`src/rtl/wb_src_sel.sv`:
```
// Register-writeback source selector: registered mux of NSRC sources with a
// wait state for the late-arriving memory source (timeout and flush abort).
module wb_src_sel #(
  parameter int WIDTH   = 16,
  parameter int NSRC    = 4,
  parameter int SELW    = 2,
  parameter int REGW    = 3,
  parameter int MEM_SRC = 1,
  parameter int TIMEOUT = 255
) (
  input  logic                  clk,
  input  logic                  rst_n,
  input  logic [NSRC*WIDTH-1:0] src_bus,
  input  logic [SELW-1:0]       sel,
  input  logic                  req_valid,
  input  logic [REGW-1:0]       req_dst,
  input  logic                  req_wen,
  input  logic                  mem_valid,
  input  logic                  flush,
  output logic                  busy,
  output logic                  wb_valid,
  output logic                  wb_we,
  output logic [REGW-1:0]       wb_dst,
  output logic [WIDTH-1:0]      wb_data,
  output logic                  wb_err
);

  localparam int CW = $clog2(TIMEOUT + 1);

  typedef enum logic {
    IDLE     = 1'b0,
    WAIT_MEM = 1'b1
  } state_t;

  state_t          state, state_nx;
  logic [CW-1:0]   cnt, cnt_nx;
  logic [REGW-1:0] lat_dst, lat_dst_nx;
  logic            lat_wen, lat_wen_nx;

  logic [WIDTH-1:0] sel_data;
  logic [WIDTH-1:0] mem_data;
  logic             is_mem;

  logic             strobe;
  logic             s_we;
  logic             s_err;
  logic [WIDTH-1:0] s_data;
  logic [REGW-1:0]  s_dst;

  // Out-of-range selects fall through to source 0.
  always_comb begin
    sel_data = src_bus[0 +: WIDTH];
    for (int i = 0; i < NSRC; i++) begin
      if (int'(sel) == i) sel_data = src_bus[i*WIDTH +: WIDTH];
    end
  end

  assign mem_data = src_bus[MEM_SRC*WIDTH +: WIDTH];
  assign is_mem   = (int'(sel) == MEM_SRC);

  // Handshake: busy is the only back-pressure. A request (req_valid=1) is
  // taken on any non-flush cycle with busy=0; while busy=1 upstream holds it
  // and it is taken in the first cycle after busy falls.
  assign busy = (state == WAIT_MEM);

  always_comb begin
    state_nx   = state;
    cnt_nx     = cnt;
    lat_dst_nx = lat_dst;
    lat_wen_nx = lat_wen;
    strobe     = 1'b0;
    s_we       = 1'b0;
    s_err      = 1'b0;
    s_data     = wb_data;
    s_dst      = wb_dst;
    if (flush) begin
      state_nx = IDLE;
    end else begin
      case (state)
        IDLE: begin
          if (req_valid) begin
            if (is_mem && !mem_valid) begin
              state_nx   = WAIT_MEM;
              cnt_nx     = '0;
              lat_dst_nx = req_dst;
              lat_wen_nx = req_wen;
            end else begin
              strobe = 1'b1;
              s_data = sel_data;
              s_dst  = req_dst;
              s_we   = req_wen;
            end
          end
        end
        WAIT_MEM: begin
          cnt_nx = cnt + CW'(1);
          if (mem_valid) begin
            strobe   = 1'b1;
            s_data   = mem_data;
            s_dst    = lat_dst;
            s_we     = lat_wen;
            state_nx = IDLE;
          end else if (cnt == CW'(TIMEOUT - 1)) begin
            strobe   = 1'b1;
            s_data   = '0;
            s_dst    = lat_dst;
            s_err    = 1'b1;
            state_nx = IDLE;
          end
        end
        default: state_nx = IDLE;
      endcase
    end
  end

  always_ff @(posedge clk or negedge rst_n) begin
    if (!rst_n) begin
      state    <= IDLE;
      cnt      <= '0;
      lat_dst  <= '0;
      lat_wen  <= 1'b0;
      wb_valid <= 1'b0;
      wb_we    <= 1'b0;
      wb_err   <= 1'b0;
      wb_dst   <= '0;
      wb_data  <= '0;
    end else begin
      state    <= state_nx;
      cnt      <= cnt_nx;
      lat_dst  <= lat_dst_nx;
      lat_wen  <= lat_wen_nx;
      wb_valid <= strobe;
      wb_we    <= s_we;
      wb_err   <= s_err;
      wb_dst   <= s_dst;
      wb_data  <= s_data;
    end
  end

endmodule

```
`config.mk`:
```
export PLATFORM = sky130hd
export DESIGN_NAME = wb_src_sel
export DESIGN_NICKNAME = d
export VERILOG_FILES = /design/src/rtl/wb_src_sel.sv
export SDC_FILE = /design/constraint.sdc
export NUM_CORES = 1
export LEC_CHECK = 0
export CAP_MARGIN = 40
export CORE_ASPECT_RATIO = 2
export CORE_UTILIZATION = 37
export DETAILED_ROUTE_END_ITERATION = 6
export GPL_TIMING_DRIVEN = 1
export HOLD_SLACK_MARGIN = 0.06
export PLACE_DENSITY = 0.81
export SKIP_LAST_GASP = 1
export SLEW_MARGIN = 15
export SYNTH_ARGS = -nofsm -noshare
export SYNTH_HDL_FRONTEND = slang
export SYNTH_SLANG_ARGS = --single-unit
```
`constraint.sdc`:
```
create_clock -name clk -period 1.7 [get_ports clk]
set_input_delay 0.255 -clock clk [delete_from_list [all_inputs] [get_ports clk]]
set_output_delay 0.255 -clock clk [all_outputs]
set_load 0.01 [all_outputs]
```
### Word level (Yosys, flattened, before mapping)

Cells that the tools add are included.

| storage, ports and cells | value |
|---|---|
| register bits | 35 |
| input port bits | 75 |
| output and inout port bits | 23 |
| word-level logic and storage cells | 61 |

| cells by class | value |
|---|---|
| add/subtract/negate cells | 1 |
| equal/unequal tests | 8 |
| muxes and demuxes | 36 |
| bitwise gates (word level) | 2 |
| reductions and logical operators | 5 |

Operators with widths:

| operator | count |
|---|---|
| $mux 16 | 7 |
| $pmux 16 s2 | 1 |
| $mux 1 | 17 |
| $mux 8 | 2 |
| $pmux 8 s2 | 1 |
| $mux 3 | 4 |
| $add 8x1->8 const B | 1 |
| $eq 8x8->1 const B | 1 |
| $reduce_and 4->1 | 2 |
| $ne 2x2->1 const B | 3 |
| $pmux 1 s2 | 3 |
| $pmux 3 s2 | 1 |
| $eq 2x2->1 const B | 2 |
| $ne 3x2->1 const B | 1 |
| $reduce_and 3->1 | 1 |
| $eq 2x1->1 const B | 1 |
| $not 1->1 | 2 |
| $logic_and 1x1->1 | 1 |
| $logic_not 1->1 | 1 |

### Longest topological paths before layout

| logic depth | value |
|---|---|
| depth in word-level cells | 7 |
| gate-level depth with buffers | 6 |
| gate-level depth less buffers | 5 |

### Least setup slack after synthesis

Ideal clock, no wire load.

| path | value |
|---|---|
| path type | register to register |
| start point | reg state, in the netlist busy |
| end point | reg wb_dst[2] |
| data arrival time | 1647 ps |
| required time | 1575 ps |
| path slack | -71 ps |
| stages on the path, launching flop included | 6 |
| buffers on the path | 3 |
| path through | dfrtp_1 buf_2 buf_2 buf_1 mux2_2 mux2_2 |

| on the way | value |
|---|---|
| cells in the longest elaborated chain, start to end | 3 |
| elaborated cells on any way between the ends | 6 |
| classes of those cells | eq/ne (3); mux (1); bitwise (1); reduce/logical (1) |

RTL lines:

| element | RTL line | RTL |
|---|---|---|
| start, declared | 35 | `state_t state, state_nx;` |
| start signal, assigned | 128 | `state <= state_nx;` |
| $not 1->1 (no source line) | - |  |
| $ne 2x2->1 (no source line) | - |  |
| $reduce_and 4->1 (no source line) | - |  |
| end signal, assigned | 135 | `wb_dst <= s_dst;` |
| end, declared | 23 | `output logic [REGW-1:0] wb_dst,` |

Several ways; a longest one is shown, not always the timed one.
A chain may end at the register's enable or synchronous reset.

### Worst setup path in the final report

| path | value |
|---|---|
| start point | reg cnt[0] |
| end point | reg wb_data[7] |

| on the way | value |
|---|---|
| cells in the longest elaborated chain, start to end | 3 |

RTL lines:

| element | RTL line | RTL |
|---|---|---|
| start, declared | 36 | `logic [CW-1:0] cnt, cnt_nx;` |
| start signal, assigned | 129 | `cnt <= cnt_nx;` |
| $eq 8x8->1 | 103 | `end else if (cnt == CW'(TIMEOUT - 1)) begin` |
| $ne 3x2->1 (no source line) | - |  |
| $reduce_and 4->1 (no source line) | - |  |
| end signal, assigned | 136 | `wb_data <= s_data;` |
| end, declared | 24 | `output logic [WIDTH-1:0] wb_data,` |

Every way passes these cells.

==> impl_metrics.toml <==
[floorplanning]
start_util = 0.389
die_h_um = 107
rows = 37
chipWidth_um = 54.5
core_area_um2 = 5230
fp.dieArea_um2 = 5820
io_pins = 98

[setup_path]
critPathRequiredTime_ps = 1870
crit_type = "reg2reg"
regToRegSetupSlack_ps = -70
worst-path-max-fanout = 7
cp-start-kind = "flip-flop"
cp.arrival_ps = 1930
end_kind = "flip-flop"

[sta]
fmax_ghz = 0.566
relSlewSlack = 0.631
setup_viol = 13
hold_violations = 0
worst_slack_ps = -65.4
finClkSkew_ps = 6.04
tightestPinTransition_ps = 552
finalCritPeriodShare = 1.04
drv_slew = 0
min_period_ps = 1770
grt_setup_unrepaired = "yes"

[finish]
design_area_um2 = 3500
final_common_cell = "clkdlybuf4s50_1"
final_layout_size_suffix_gt1_frac = 0.307
final_cell_mix = "93 x clkdlybuf4s50_1, 41 x mux2_2, 34 x dfrtp_1, 23 x buf_4"
final.fill_count = 394
area_growth_pct = 72.1
insertedDiodeCount = 0
fin_nets = 376

[routing]
wire_per_inst_um = 18.7
drc = 0
first_pass_iters = 4
wl_um = 6710
drtIter0Drc = 70
viasPerCell = 5.68
num_vias = 2034
ant_nets = 0

[logic_synthesis]
ys_types = 33
yosys_warnings = 0
synth_edf_count = 0
ys_seq_elements = 35
async_flop_share = 1.00
synth.cell_area_um2 = 2040
synth_nets = 250
ys.flop_type = "dfrtp_1"
avgSynthCellArea_um2 = 11.8
ys_seq_area_frac = 0.430
synth_cells = 173

[grt]
grt_overflow = 0
grt_pass1_vias = 2276
gr-usage-all-layers = 0.259
grt_pass1_wl_um = 10800
antenna_found_initial = 0
grt_max_degree = 36

[run_status]
status = "finished with violations"
violations = "negative setup slack"

[flow_run]
cap_violations = 0

[placed_design]
dp_hpwl_um = 4720
gp_congestion = 0.846
dpl_cell_area_um2 = 3270
io_buffer_count = 97
dp_slack_ps = -543

[hold_path]
min_path_type = "in2async"

[power]
combPwrFrac = 0.340
p_seq_frac = 0.379
power.clock.fraction = 0.282
p_leak_nw = 1.46
p_sw_frac = 0.268
intPower_mw = 2.07
switchingPower_mw = 0.756
powerDensity_nw_per_um2 = 806
irDropWorstVdd_mv = 0.752

[clock_network]
clk_latency_ps = 290
cts.sinks = 35
cts_buffer_depth = 2
numCtsBuffers = 5
clock-root-buffer = "clkbuf_8"
cts_htree_levels = 2
clkTransAtPathRegs_ps = 70
tritoncts = "yes"
-- layout make-up --
cell class | count | area [um^2] | area share
timing repair buffer | 130 | 1300 | 0.372
multi-input combinational | 124 | 1120 | 0.321
sequential | 35 | 877 | 0.250
clock buffer | 6 | 82.6 | 0.0236
tap | 58 | 72.6 | 0.0207
clock inverter | 2 | 35.0 | 0.0100
inverter | 3 | 11.3 | 0.00321
-- metal layers --
layer / vias to the layer above / global-route usage / part of all wire
met4: 0 / 0.145 / 0.036
li1: 919 / - / -
met5: - / 0 / 0
met1: 1000 / 0.270 / 0.34
met3: 22 / 0.0553 / 0.049
met2: 93 / 0.448 / 0.58
-- power groups by stage --
stage               Sequential (mW)  Combinational (mW)  Clock, mW
global route                   1.08                1.02      0.842
global placement               1.07               0.890          0
floorplan                      1.13               0.301          0
CTS                            1.06               0.954      0.804
finish                         1.07               0.959      0.796
detailed placement             1.08               0.913          0
-- metrics by stage --
stage / hold slack (ps) / utilization / cells / total power, mW / setup TNS [ps]
finish: 459 / 0.670 / 358 / 2.82 / -554
global route: 503 / 0.670 / 358 / 2.94 / -1300
CTS: 461 / 0.671 / 358 / 2.82 / -622
detailed placement: 231 / 0.625 / 344 / 1.99 / -13810
global placement: 236 / 0.623 / 343 / 1.96 / -13250
floorplan: -40.6 / - / 173 / 1.43 / 0
-- sequential cells by signal (all words and copies together), names as in the netlist --
name / flops
wb_we: 1
lat_dst: 3
wb_valid: 1
wb_err: 1
busy: 1
lat_wen: 1
wb_dst: 3
cnt: 8
wb_data: 16
-- final timing paths --
kind | startpoint | to | cells past startpoint
max | cnt[0]$_DFFE_PN0P_ | wb_data[7]$_DFFE_PN0P_ | 7
min | rst_n | wb_err$_DFF_PN0_ | 3
max reg2reg | cnt[0]$_DFFE_PN0P_ | wb_data[7]$_DFFE_PN0P_ | 7
min reg2reg | lat_dst[0]$_DFFE_PN0P_ | lat_dst[0]$_DFFE_PN0P_ | 1
max in group asynchronous | rst_n | busy$_DFF_PN0_ | 3
min in group clk | lat_dst[0]$_DFFE_PN0P_ | lat_dst[0]$_DFFE_PN0P_ | 1
-- worst max-delay path, cell delays in order, from the launching register on --
cell and delay, ps:
dfrtp_1 380, inv_1 60, ha_2 180, a41oi_2 150, a211o_1 330, buf_6 140
buf_12 130, mux2_2 280
-- Yosys cell counts (3+ instances only) --
master / count / area (um^2)
clkbuf_1: 3 / 11.3
dfrtp_1: 35 / 876
a221o_1: 16 / 160
inv_1: 3 / 11.3
nand2b_1: 3 / 18.8
nor3b_1: 16 / 120
o21ai_0: 5 / 25.0
o31ai_1: 3 / 22.5
nand3_1: 3 / 15.0
nand2_1: 5 / 18.8
nor2_1: 3 / 11.3
buf_2: 7 / 35.0
a21oi_1: 5 / 25.0
mux2_2: 42 / 473
-- timing repair --
item | 4_1_cts | 5_1_grt
pin swaps | 5 | 2
buffers inserted | 3 | 1
gates cloned | 2 | 0
endpoints found under the setup margin | 28 | 20
endpoints found under the hold margin | 35 | 0
gates resized for setup | 13 | 4
hold buffers | 1 | 0
-- kinds of logic (layout without fill, tap and decap cells) --
kind of cell,count (synthesis),count (layout),synth area share
and+or+nand+nor,43,43,0.148
AOI/OAI and AO/OA,35,35,0.139
muxes,42,42,0.232
buffers and inverters,14,141,0.0301
adders and majority gates,2,2,0.0123
xor gates and xnor gates,2,2,0.00860
DFF,35,35,0.430
Note: power is estimated with default switching activity, not from simulation.
